[src/rtl/ladybird_bus_pkg.sv]
// Shared types and helpers for the ladybird bus arbiter slice.
// Used by ladybird_bus_arbiter_rr (option macro LADYBIRD_ARB_FIXED_PRIO_EN) and its bench.
package ladybird_bus_pkg;

   localparam int BUS_AW = 32;
   localparam int BUS_DW = 32;
   localparam int BUS_SW = BUS_DW / 8;

   typedef struct packed {
      logic              req;
      logic [BUS_SW-1:0] wstrb;
      logic [BUS_AW-1:0] addr;
      logic [BUS_DW-1:0] wdata;
   } bus_req_t;

   // A master index is always at least one bit wide, even when N_INPUT is 1.
   function automatic int idx_w(input int n);
      return (n <= 1) ? 1 : $clog2(n);
   endfunction

endpackage

[src/rtl/ladybird_route_fifo.sv]
// Small synchronous FIFO that holds the master index of every accepted request
// so that in-order responses can be routed back to the right master.
module ladybird_route_fifo
   import ladybird_bus_pkg::*;
#(
   parameter int WIDTH = 1,
   parameter int DEPTH = 4
) (
   input  logic             clk,
   input  logic             arst,
   input  logic             i_push,
   input  logic [WIDTH-1:0] i_data,
   input  logic             i_pop,
   output logic             o_full,
   output logic             o_empty,
   output logic [WIDTH-1:0] o_head
);

   localparam int PW = $clog2(DEPTH);

   logic [WIDTH-1:0] r_mem [DEPTH];
   logic [PW-1:0]    r_wrPtr;
   logic [PW-1:0]    r_rdPtr;
   logic [PW:0]      r_count;
   logic             w_doPush;
   logic             w_doPop;

   assign o_full   = (r_count == (PW+1)'(DEPTH));
   assign o_empty  = (r_count == '0);
   assign w_doPush = i_push & ~o_full;
   assign w_doPop  = i_pop & ~o_empty;
   assign o_head   = r_mem[r_rdPtr];

   // Pointers wrap naturally because DEPTH is a power of two.
   always_ff @(posedge clk or posedge arst) begin
      if (arst) begin
         r_wrPtr <= '0;
         r_rdPtr <= '0;
         r_count <= '0;
      end else begin
         if (w_doPush) r_wrPtr <= r_wrPtr + 1'b1;
         if (w_doPop)  r_rdPtr <= r_rdPtr + 1'b1;
         case ({w_doPush, w_doPop})
            2'b10:   r_count <= r_count + 1'b1;
            2'b01:   r_count <= r_count - 1'b1;
            default: r_count <= r_count;
         endcase
      end
   end

   always_ff @(posedge clk or posedge arst) begin
      if (arst) begin
         for (int i = 0; i < DEPTH; i++) r_mem[i] <= '0;
      end else if (w_doPush) begin
         r_mem[r_wrPtr] <= i_data;
      end
   end

endmodule

[src/rtl/ladybird_bus_arbiter_rr.sv]
// N-to-1 pipelined bus arbiter: round-robin select, request lock, in-order response routing.
// Define LADYBIRD_ARB_FIXED_PRIO_EN to replace round-robin with fixed priority (master 0 highest).
module ladybird_bus_arbiter_rr
   import ladybird_bus_pkg::*;
#(
   parameter int N_INPUT         = 2,
   parameter int AW              = 32,
   parameter int DW              = 32,
   parameter int MAX_OUTSTANDING = 4
) (
   input  logic                    clk,
   input  logic                    arst,
   input  logic [N_INPUT-1:0]      in_req,
   input  logic [N_INPUT*DW/8-1:0] in_wstrb,
   input  logic [N_INPUT*AW-1:0]   in_addr,
   input  logic [N_INPUT*DW-1:0]   in_wdata,
   output logic [N_INPUT-1:0]      in_gnt,
   output logic [N_INPUT-1:0]      in_data_gnt,
   output logic [DW-1:0]           in_rdata,
   output logic                    out_req,
   output logic [DW/8-1:0]         out_wstrb,
   output logic [AW-1:0]           out_addr,
   output logic [DW-1:0]           out_wdata,
   input  logic                    out_gnt,
   input  logic                    out_data_gnt,
   input  logic [DW-1:0]           out_rdata,
   output logic                    o_resp_err
);

   localparam int IW = idx_w(N_INPUT);
   localparam int SW = DW / 8;

   logic [IW-1:0] w_rrPtr;
   logic [IW-1:0] w_sel;
   logic          w_outReq;
   logic          w_accept;
   logic          w_pop;
   logic          w_fifoFull;
   logic          w_fifoEmpty;
   logic [IW-1:0] w_head;
   logic          r_lock;
   logic [IW-1:0] r_lockIdx;
   logic          r_respErr;

`ifdef LADYBIRD_ARB_FIXED_PRIO_EN
   assign w_rrPtr = '0;
`else
   logic [IW-1:0] r_rrPtr;
   logic [IW-1:0] w_selNext;

   assign w_selNext = (w_sel == IW'(N_INPUT - 1)) ? '0 : w_sel + 1'b1;
   assign w_rrPtr   = r_rrPtr;

   // The master after the one just accepted gets first look next time.
   always_ff @(posedge clk or posedge arst) begin
      if (arst) begin
         r_rrPtr <= '0;
      end else if (w_accept) begin
         r_rrPtr <= w_selNext;
      end
   end
`endif

   // A held lock pins the choice; otherwise scan upward from the pointer with wrap.
   always_comb begin
      logic found;
      int   j;
      w_sel = w_rrPtr;
      found = 1'b0;
      j     = 0;
      if (r_lock) begin
         w_sel = r_lockIdx;
      end else begin
         for (int k = 0; k < N_INPUT; k++) begin
            j = int'(w_rrPtr) + k;
            if (j >= N_INPUT) j = j - N_INPUT;
            if (!found && in_req[j]) begin
               found = 1'b1;
               w_sel = IW'(j);
            end
         end
      end
   end

   // Full is count-based only, so a same-cycle response never reopens the request path.
   assign w_outReq = ~arst & in_req[w_sel] & ~w_fifoFull;
   assign w_accept = w_outReq & out_gnt;
   assign w_pop    = out_data_gnt & ~w_fifoEmpty;
   assign out_req  = w_outReq;

   always_comb begin
      out_wstrb = '0;
      out_addr  = '0;
      out_wdata = '0;
      for (int i = 0; i < N_INPUT; i++) begin
         if (w_outReq && (w_sel == IW'(i))) begin
            out_wstrb = in_wstrb[i*SW +: SW];
            out_addr  = in_addr[i*AW +: AW];
            out_wdata = in_wdata[i*DW +: DW];
         end
      end
   end

   always_comb begin
      in_gnt      = '0;
      in_data_gnt = '0;
      if (w_accept) in_gnt[w_sel] = 1'b1;
      if (w_pop)    in_data_gnt[w_head] = 1'b1;
   end

   assign in_rdata = w_pop ? out_rdata : '0;

   // A stalled request is locked in place; a master that withdraws releases the lock.
   always_ff @(posedge clk or posedge arst) begin
      if (arst) begin
         r_lock    <= 1'b0;
         r_lockIdx <= '0;
      end else if (w_accept) begin
         r_lock    <= 1'b0;
      end else if (w_outReq) begin
         r_lock    <= 1'b1;
         r_lockIdx <= w_sel;
      end else if (r_lock && !in_req[r_lockIdx]) begin
         r_lock    <= 1'b0;
      end
   end

   always_ff @(posedge clk or posedge arst) begin
      if (arst) begin
         r_respErr <= 1'b0;
      end else if (out_data_gnt && w_fifoEmpty) begin
         r_respErr <= 1'b1;
      end
   end

   assign o_resp_err = r_respErr;

   ladybird_route_fifo #(
      .WIDTH (IW),
      .DEPTH (MAX_OUTSTANDING)
   ) u_routeFifo (
      .clk     (clk),
      .arst    (arst),
      .i_push  (w_accept),
      .i_data  (w_sel),
      .i_pop   (out_data_gnt),
      .o_full  (w_fifoFull),
      .o_empty (w_fifoEmpty),
      .o_head  (w_head)
   );

endmodule

[config.mk]
export PLATFORM = sky130hd
export DESIGN_NAME = ladybird_bus_arbiter_rr
export DESIGN_NICKNAME = d
export VERILOG_FILES = /design/src/rtl/ladybird_bus_pkg.sv /design/src/rtl/ladybird_route_fifo.sv /design/src/rtl/ladybird_bus_arbiter_rr.sv
export SDC_FILE = /design/constraint.sdc
export NUM_CORES = 1
export LEC_CHECK = 0
export ABC_AREA = 1
export CORE_AREA = 2 2 108 110
export CTS_CLUSTER_SIZE = 24
export DETAILED_ROUTE_END_ITERATION = 10
export DIE_AREA = 0 0 110 112
export PLACE_DENSITY_LB_ADDON = 0.1
export SLEW_MARGIN = 30
export SYNTH_ARGS = -nofsm -noshare
export SYNTH_HDL_FRONTEND = slang
export SYNTH_SLANG_ARGS = --single-unit
[constraint.sdc]
create_clock -name clk -period 2.1 [get_ports clk]
set_input_delay 0.315 -clock clk [delete_from_list [all_inputs] [get_ports clk]]
set_output_delay 0.315 -clock clk [all_outputs]
set_load 0.005 [all_outputs]
==> impl_metrics.json, run 1 <==
{
  "status": "finished with violations",
  "violations": "negative setup slack",
  "rows": 39,
  "grt_first_pass_wirelength_um": 20440,
  "io_pins": 280,
  "grt_util_all_layers_pct": 21.01,
  "power_switching_uw": 2504,
  "cts_max_level": 1,
  "core_sq_um": 11170,
  "powerDensity_nw_per_um2": 936.2,
  "path_cells": "a21oi_4 -> nand2_4 -> nand2_4 -> nand2_4 -> nand3_4 -> inv_8 -> buf_12 -> buf_12 -> buf_16 -> buf_6 -> nand3_2 -> nand2_1 -> buf_2",
  "netlist_area_sq_um": 2098,
  "clk_pin_slew_worst_paths_ns": 0.05,
  "root_buffer": "clkbuf_16",
  "crit_arrival_ns": 1.90,
  "finalSetupViolations": 46,
  "cap_violations": 0,
  "p_leak_uw": 0.003110,
  "max-slew-margin-rel_pct": 81.36,
  "post_route_cells_drive_above_1_share_pct": 33.97,
  "grt_max_degree": 33,
  "synth_seq_cells": 15,
  "fp.dieH_um": 112,
  "final_nets": 917,
  "cts_made_buffers": 3,
  "via_per_inst": 4.319,
  "fin_util_pct": 55.00,
  "die_area_sq_um": 12320,
  "p_int_uw": 3250,
  "totalNegativeSetupSlack_ns": -1.299,
  "io_buffer_count": 279,
  "drt_iter0_markers": 159,
  "drtAntennaViolNets": 0,
  "final_cell_mix": "clkdlybuf4s50_1, nand2_1, buf_2",
  "crit_path_end_kind": "output pin",
  "wl_um": 13700,
  "final_common_cell": "clkdlybuf4s50_1",
  "clock_path_buffers": 2,
  "finalHoldViolations": 0,
  "p_comb_share_pct": 83.7,
  "die_w_um": 110,
  "startpoint_type": "flop",
  "slowest_delay_ns": 0.41,
  "synthCells": 398,
  "use_met3_pct": 3.103,
  "min_period_ns": 2.215,
  "wl_per_cell_um": 15.58,
  "pwr-share-seq_pct": 9.6,
  "ir_drop_uv": 581.1,
  "use_met2_pct": 38.36,
  "worst_pin_slew_ns": 0.2796,
  "top_usage_layer": "met2",
  "hp-class": "in -> async",
  "globalplace.congestion": 0.9151,
  "rr_startpoint": "r_lock",
  "vias": 3796,
  "cts_tree": "done",
  "crit_top_cell": "nand2_4",
  "worstPathRequired_ns": 1.78,
  "total_power_uw": 5754,
  "crit_path_top_delay_cell": "dfrtp_1",
  "start_util_pct": 18.78,
  "critical_path.startpoint": "r_lock",
  "hpwl_um": 9825,
  "antenna_found_initial": 0,
  "overflow": 0,
  "cts_sinks": 15,
  "yosysSeqAreaShare_pct": 17.89,
  "dr.pass1.iters": 4,
  "insertion_delay_ns": 0.25,
  "critPathKind": "reg -> out",
  "synth.avg_cell_area_sq_um": 5.272,
  "area_delta_synth_final_pct": 192.9,
  "clkPwrFrac_pct": 6.7,
  "fmax_mhz": 451.6,
  "drv_slew": 0,
  "synth_cell_types": 28,
  "yosysWarningCount": 0,
  "use_met1_pct": 25.13,
  "synth_nets": 578,
  "grt_setup_unrepaired": "true",
  "path_max_fanout": 6,
  "swShare_pct": 43.51,
  "fin_ws_ns": -0.1146,
  "antenna_cells": 0,
  "finalClockSkew_ns": 0.005616,
  "drcViolationCount": 0,
  "finalCritPeriodShare_pct": 105.5,
  "grt_pass1_vias": 3868
}
==> area by class of cell <==
type	count	area, sq um
Fill cell	1082	5029
Timing Repair Buffer	359	3466
Multi-Input combinational cell	306	1818
Sequential cell	15	377.9
Inverter	52	222.7
Tap cell	143	178.9
Clock buffer	3	75.07
Clock inverter	1	7.507
==> cells in the mapped netlist (all sizes together) <==
| master | n | area share, % |
|---|---|---|
| nand3 | 74 | 18 |
| dfrtp | 15 | 18 |
| nor2 | 40 | 7.3 |
| nand4 | 4 | 1.2 |
| xor2 | 2 | 0.83 |
| fa | 1 | 0.95 |
| a41o | 1 | 0.48 |
| xnor2 | 1 | 0.42 |
| ha | 5 | 3.0 |
| a32oi | 1 | 0.42 |
| a21oi | 5 | 1.4 |
| inv | 52 | 9.3 |
| o21ai | 7 | 1.7 |
| o31ai | 2 | 0.95 |
| buf | 16 | 4.9 |
| nand2 | 162 | 30 |
| clkbuf | 9 | 1.6 |
| a31oi | 1 | 0.30 |
==> layer usage <==
metal | up-vias | routed length [um]
met5 | - | 0
li1 | 1912 | -
met4 | 0 | 286
met3 | 23 | 932
met2 | 125 | 7208
met1 | 1736 | 5268
==> stage by stage <==
step | setup WS, ns | hold WS [ns] | cells | cell area (sq um)
after global routing | -0.2227 | 0.3686 | 879 | 6146
after global placement | -0.6121 | 0.4584 | 831 | 5279
after floorplan | 0.01679 | 0.2246 | 398 | 2118
after CTS | -0.1453 | 0.3542 | 876 | 6025
after detailed placement | -0.6498 | 0.4637 | 831 | 5279
final | -0.1146 | 0.3486 | 879 | 6146
==> repair_timing <==
item / CTS / global route
gates resized for setup: 369 / 113
buffers inserted: 31 / 9
setup endpoints to repair: 108 / 74
cloned: 10 / 0
pin swaps: 27 / 21
hold buffers: 0 / 0
==> worst max-delay path, delay by kind of cell, from the launching register on <==
family / cells / cell delay (ns)
simple gates: 6 / 0.41
flops: 1 / 0.41
buf+inv: 6 / 0.67
compound gates: 1 / 0.14
==> state kept, by name, summed over array words and instances (netlist names) <==
name and cells:
u_routeFifo.r_mem 4, u_routeFifo.r_count 3, u_routeFifo.r_rdPtr 2, u_routeFifo.r_wrPtr 2
o_resp_err 1, r_lock 1, r_lockIdx 1, r_rrPtr 1
==> power by group through the flow <==
stage	Clock (uW)	Sequential, uW	Combinational, uW
2_1_floorplan	0	517	1510
3_3_place_gp	0	529	3650
3_5_place_dp	0	531	3680
4_1_cts	394	556	4660
5_1_grt	412	573	5200
6_report	384	552	4820
==> path summary, 6_finish.rpt <==
kind                                          end  slack (ns)  cells past startpoint
setup / recovery                     out_addr[14]       -0.11                     13
max in group asynchronous  u_routeFifo.r_count[0]        1.56                      3
hold reg to reg                        o_resp_err        0.48                      1
setup reg to reg           u_routeFifo.r_count[2]       -0.02                     14
hold / removal             u_routeFifo.r_count[2]        0.35                      3
min in group clk                       o_resp_err        0.48                      1
==> cell families (layout without fill, tap and decap cells) <==
family                   after synthesis  count (layout)  share of synthesized area, %
XOR/XNOR                               3               3                         1.252
flip-flops                            15              15                         17.89
buffers and inverters                 77             415                         15.80
AND/OR/NAND/NOR                      280             280                         55.93
AO/OA/AOI/OAI                         17              17                         5.188
adder cells (fa/ha/maj)                6               6                         3.936
(Power assumes the default switching activity.)
==> run 2, diff against run 1 <==
--- a/config.mk
+++ b/config.mk
@@ -6,12 +6,13 @@
 export NUM_CORES = 1
 export LEC_CHECK = 0
 export ABC_AREA = 1
+export ABC_CLOCK_PERIOD_IN_PS = 2100
 export CORE_AREA = 2 2 108 110
 export CTS_CLUSTER_SIZE = 24
 export DETAILED_ROUTE_END_ITERATION = 10
 export DIE_AREA = 0 0 110 112
 export PLACE_DENSITY_LB_ADDON = 0.1
-export SLEW_MARGIN = 30
+export SLEW_MARGIN = 10
 export SYNTH_ARGS = -nofsm -noshare
 export SYNTH_HDL_FRONTEND = slang
 export SYNTH_SLANG_ARGS = --single-unit
==> results of run 2 <==
No change in the layout: final DEF, timing and power equal those of run 1.
